--- config.mk ---
export PLATFORM = sky130hd
export DESIGN_NAME = paper_seq_ctrl
export DESIGN_NICKNAME = d
export VERILOG_FILES = /design/src/rtl/paper_seq_ctrl.sv
export SDC_FILE = /design/constraint.sdc
export NUM_CORES = 1
export LEC_CHECK = 0
export ABC_AREA = 1
export BUFFER_PORTS_ARGS = -buffer_cell sky130_fd_sc_hd__buf_2
export CORE_ASPECT_RATIO = 0.8
export CORE_MARGIN = 1
export CORE_UTILIZATION = 44
export CTS_BUF_LIST = sky130_fd_sc_hd__clkbuf_2 sky130_fd_sc_hd__clkbuf_4 sky130_fd_sc_hd__clkbuf_8
export CTS_CLUSTER_DIAMETER = 30
export CTS_CLUSTER_SIZE = 40
export DETAILED_ROUTE_END_ITERATION = 7
export PLACE_DENSITY_LB_ADDON = 0.2
export SLEW_MARGIN = 10
export SYNTH_ARGS = -nofsm -noshare
export SYNTH_HDL_FRONTEND = slang
export SYNTH_SLANG_ARGS = --single-unit
--- constraint.sdc ---
create_clock -name pulses -period 3.4 [get_ports pulses]
set_input_delay 0.68 -clock pulses [delete_from_list [all_inputs] [get_ports pulses]]
set_output_delay 0.68 -clock pulses [all_outputs]
set_load 0.005 [all_outputs]
--- src/rtl/paper_seq_ctrl.sv ---
// -----------------------------------------------------------------------------
// paper_seq_ctrl
//
// Purpose:
//   Clocked instruction sequencer for the paper processor. Walks each
//   instruction through FETCH -> DECODE -> EXEC -> WB, owns the program
//   counter, and issues single-cycle enables to the accumulator, the store
//   path and the JNO jump logic. HLT parks the sequencer in HALT until reset.
//
// Ports:
//   pulses        in   system clock, rising-edge active
//   r             in   synchronous active-high reset
//   run           in   start request, sampled only in IDLE
//   instr[AW+1:0] in   instruction at pc: [AW+1:AW] opcode, [AW-1:0] operand
//   sta           in   datapath overflow status, sampled only in EXEC
//   pc            out  program counter / instruction address
//   operand       out  operand address field of the instruction register
//   ir_load       out  instruction-register load strobe (FETCH)
//   acc_load      out  accumulator load strobe (EXEC of ADD)
//   mem_we        out  store strobe (EXEC of STA)
//   enabling      out  JNO check enable (EXEC of JNO)
//   enabling_sta  out  JNO taken enable (enabling & !sta)
//   openpulse     out  jump strobe, pc is loaded from operand in WB
//   busy          out  high in FETCH, DECODE, EXEC and WB
//   halted        out  high in HALT
// -----------------------------------------------------------------------------
module paper_seq_ctrl #(
  parameter int AW = 4
) (
  input  logic          pulses,
  input  logic          r,
  input  logic          run,
  input  logic [AW+1:0] instr,
  input  logic          sta,
  output logic [AW-1:0] pc,
  output logic [AW-1:0] operand,
  output logic          ir_load,
  output logic          acc_load,
  output logic          mem_we,
  output logic          enabling,
  output logic          enabling_sta,
  output logic          openpulse,
  output logic          busy,
  output logic          halted
);

  localparam logic [1:0] OP_ADD = 2'b00;
  localparam logic [1:0] OP_JNO = 2'b01;
  localparam logic [1:0] OP_STA = 2'b10;
  localparam logic [1:0] OP_HLT = 2'b11;

  typedef enum logic [2:0] {
    S_IDLE   = 3'd0,
    S_FETCH  = 3'd1,
    S_DECODE = 3'd2,
    S_EXEC   = 3'd3,
    S_WB     = 3'd4,
    S_HALT   = 3'd5
  } state_t;

  state_t        r_state;
  logic [AW+1:0] r_ir;
  logic [1:0]    r_op;
  logic          r_taken;
  logic [AW-1:0] r_pc;

  logic          w_exec;
  logic          w_jno_exec;

  always_ff @(posedge pulses) begin
    if (r) begin
      r_state <= S_IDLE;
      r_ir    <= '0;
      r_op    <= OP_ADD;
      r_taken <= 1'b0;
      r_pc    <= '0;
    end else begin
      case (r_state)
        S_IDLE: begin
          if (run) r_state <= S_FETCH;
        end
        S_FETCH: begin
          r_ir    <= instr;
          r_state <= S_DECODE;
        end
        S_DECODE: begin
          r_op    <= r_ir[AW+1:AW];
          r_state <= (r_ir[AW+1:AW] == OP_HLT) ? S_HALT : S_EXEC;
        end
        S_EXEC: begin
          // The jump decision is frozen here so sta may change freely in WB.
          r_taken <= (r_op == OP_JNO) && !sta;
          r_state <= S_WB;
        end
        S_WB: begin
          // Increment wraps naturally at AW bits.
          r_pc    <= r_taken ? r_ir[AW-1:0] : r_pc + 1'b1;
          r_taken <= 1'b0;
          r_state <= S_FETCH;
        end
        S_HALT: begin
          r_state <= S_HALT;
        end
        default: begin
          r_state <= S_IDLE;
        end
      endcase
    end
  end

  // Strobes are gated by r so an abandoned instruction emits nothing in the
  // reset cycle itself, not only from the cycle after.
  assign w_exec     = (r_state == S_EXEC) && !r;
  assign w_jno_exec = w_exec && (r_op == OP_JNO);

  assign pc           = r_pc;
  assign operand      = r_ir[AW-1:0];
  assign ir_load      = (r_state == S_FETCH) && !r;
  assign acc_load     = w_exec && (r_op == OP_ADD);
  assign mem_we       = w_exec && (r_op == OP_STA);
  assign enabling     = w_jno_exec;
  assign enabling_sta = w_jno_exec && !sta;
  assign openpulse    = w_jno_exec && !sta;
  assign busy         = !r && ((r_state == S_FETCH) || (r_state == S_DECODE) ||
                               (r_state == S_EXEC)  || (r_state == S_WB));
  assign halted       = !r && (r_state == S_HALT);

endmodule

==> qor.yml <==
routing:
  antenna_left: 0
  wl_mm: 1.52
  drc: 0
  routed_via_density: 4.76
  drt_iter0_markers: 15
  via_count: 728
  wl_per_cell_um: 9.93
  first_pass_iters: 4
power_and_ir_drop:
  irDropWorstVdd_uv: 320
  p_switching_mw: 0.139
  swShare_pct: 30.8
  power.total_mw: 0.450
  intPower_mw: 0.312
  share_seq_of_total_power_pct: 51.8
  power_frac_comb_pct: 20.3
  clockPowerShare_pct: 27.9
  powerDensity_mw_per_mm2: 486
  power.leakage_nw: 0.424
cts:
  cts.path.max_buffers: 2
  clock-sinks: 16
  h-tree-depth: 1
  post_cts_resized: 0
  insertion_delay_ns: 0.28
  cts-buffers-inserted: 3
  ctsHoldBuffers: 0
  cts_tree: "done"
  cts_root_buffer: "clkbuf_4"
  post-cts-setup-buffers: 0
  cts.clk_slew.worst_paths_ns: 0.09
timing:
  period_share_pct: 65.1
  setup_tns_ns: 0
  finalSetupViolations: 0
  worst_pin_slew_ns: 0.317
  rsz0062_at_grt: "false"
  final_hold_viol_count: 0
  relSlewSlack_pct: 78.8
  slew_violations: 0
  min_period_ns: 2.21
  skew_ns: 0.00285
  fmax_ghz: 0.452
run:
  drv_cap: 0
placed_design:
  dp_hpwl_mm: 1.13
  place.gp.congestion: 0.789
  placed_cell_area_um2: 891
  dp_cells: 149
  port_buffers: 25
floorplan:
  fp-row-count: 13
  dieArea_mm2: 0.00197
  pin_count: 26
  die_w_um: 49.4
  core-area_mm2: 0.00166
  start_util_pct: 47.7
  die_y_um: 39.9
logic_synthesis:
  synthDistinctLibCells: 21
  yosysTopAreaCellShare_pct: 40.5
  synth_fp_nets: 121
  syn_inst: 110
  synth_top_area_cell: "dfxtp_1"
  syn_area_per_cell_um2: 7.19
  synth_area_leaders: "dfxtp_1, nor2_1, nand2_1, o21ai_0, a21oi_1"
  synthArstFlopShare_pct: 0
  synthesis.area_um2: 791
  synth_edf_count: 0
  yosysSeqAreaShare_pct: 40.5
  ys_ff_latch: 16
  yosysMostFrequentCell: "nor2_1"
  synth_common_cells: "nor2_1, dfxtp_1, nand2_1"
  yosysWarnings: 0
  ys.flop_type: "dfxtp_1"
hold_path:
  hold_path_class: "flop to flop"
global_route:
  grt_pass1_vias: 531
  antenna_found_initial: 0
  grt_pass1_wl_mm: 2.37
  grt_max_degree: 14
  grt-ovfl-total: 0
  grt_usage_pct: 16.8
worst_setup_path:
  crit_fanout: 13
  critical-path-slowest-cell: "inv_1"
  critical_path_class: "input port to output port"
  start_kind: "input port"
  slowest_delay_ns: 0.26
  cp_num_buf_inv: 3
  critical_path_required_ns: 2.72
  cpMostUsedCell: "buf_2"
  crit_arrival_ns: 1.53
  cp_top_family: "buffers and inverters"
  path_cells: "buf_2, inv_1, nand3_2, nor3_1, buf_2"
  end_kind: "output port"
finish:
  syn2layout_area_growth_pct: 17.2
  drive_gt1_share_pct: 29.8
  finalNonFillerCells: 153
  fin_util_pct: 55.9
  multi_input_area_um2: 373
  seq_area_um2: 320
  final_area_um2: 927
  n_fill_cell: 187
  nets: 143
  insertedDiodeCount: 0
status:
  status: "complete, no violations"
==> logic make-up (layout without fill, tap and decap cells) <==
group                      count (synthesis)  in the layout  share of synthesized area (%)
DFF                                       16             16                           40.5
adders and majority gates                  1              1                           1.58
buffers and inverters                     20             41                           12.3
and+or+nand+nor                           48             48                           28.8
AOI/OAI and AO/OA                         25             25                           16.8
==> metrics by stage <==
stage	setup WS, ns	hold slack, ns
2_1_floorplan	1.40	0.440
3_3_place_gp	1.22	0.469
3_5_place_dp	1.18	0.473
4_1_cts	1.18	0.487
5_1_grt	1.01	0.515
6_report	1.19	0.483
==> state kept, by name (all words and copies together) (netlist names) <==
name,cells
r_ir,6
r_op,2
r_taken,1
r_state,3
pc,4
==> power by group through the flow <==
stage          Sequential [mW]  Clock [mW]  Combinational [mW]
2_1_floorplan            0.233           0              0.0753
3_3_place_gp             0.237           0              0.0910
3_5_place_dp             0.237           0              0.0918
4_1_cts                  0.233       0.131              0.0924
5_1_grt                  0.238       0.139               0.104
6_report                 0.233       0.126              0.0913
==> area by class of cell <==
type	count	share of cell area, %
Clock buffer	4	3.91
Inverter	12	4.86
Multi-Input combinational cell	74	40.2
Sequential cell	16	34.5
Tap cell	22	2.97
Timing Repair Buffer	25	13.5
==> path summary, 6_finish.rpt <==
path / start / endpoint / slack [ns] / depth (start not counted)
worst max register to register: r_state[0]$_SDFFE_PP0P_ / r_ir[2]$_SDFFE_PP0N_ / 2.28 / 5
worst min-delay path: r_ir[2]$_SDFFE_PP0N_ / r_ir[2]$_SDFFE_PP0N_ / 0.48 / 2
worst min register to register: r_ir[2]$_SDFFE_PP0N_ / r_ir[2]$_SDFFE_PP0N_ / 0.48 / 2
worst max-delay path: r / enabling / 1.19 / 5
==> metal layers <==
layer	GRT usage [%]	part of all wire [%]	routed length [µm]
met1	22.9	55	829
met2	25.0	39	596
met3	6.20	5.7	86
met4	4.29	0.46	7
met5	0	0	0
==> worst reg2reg max path, delay by kind of cell, from the launching register on <==
family          cells  cell delay, ns
flops               1            0.46
buf+inv             1            0.10
compound gates      2            0.18
simple gates        2            0.27
==> cell usage in the layout, fill, tap and decap left out, types with 3 or more instances in the layout <==
master,n
o21ai_1,5
nand2_2,3
nor2_1,18
nor3_1,4
nand3_1,4
inv_2,4
a21oi_1,8
nand2_1,13
dfxtp_1,16
o21ai_0,9
inv_1,8
clkbuf_4,3
buf_2,25
Power figures use the tool's default switching activity.
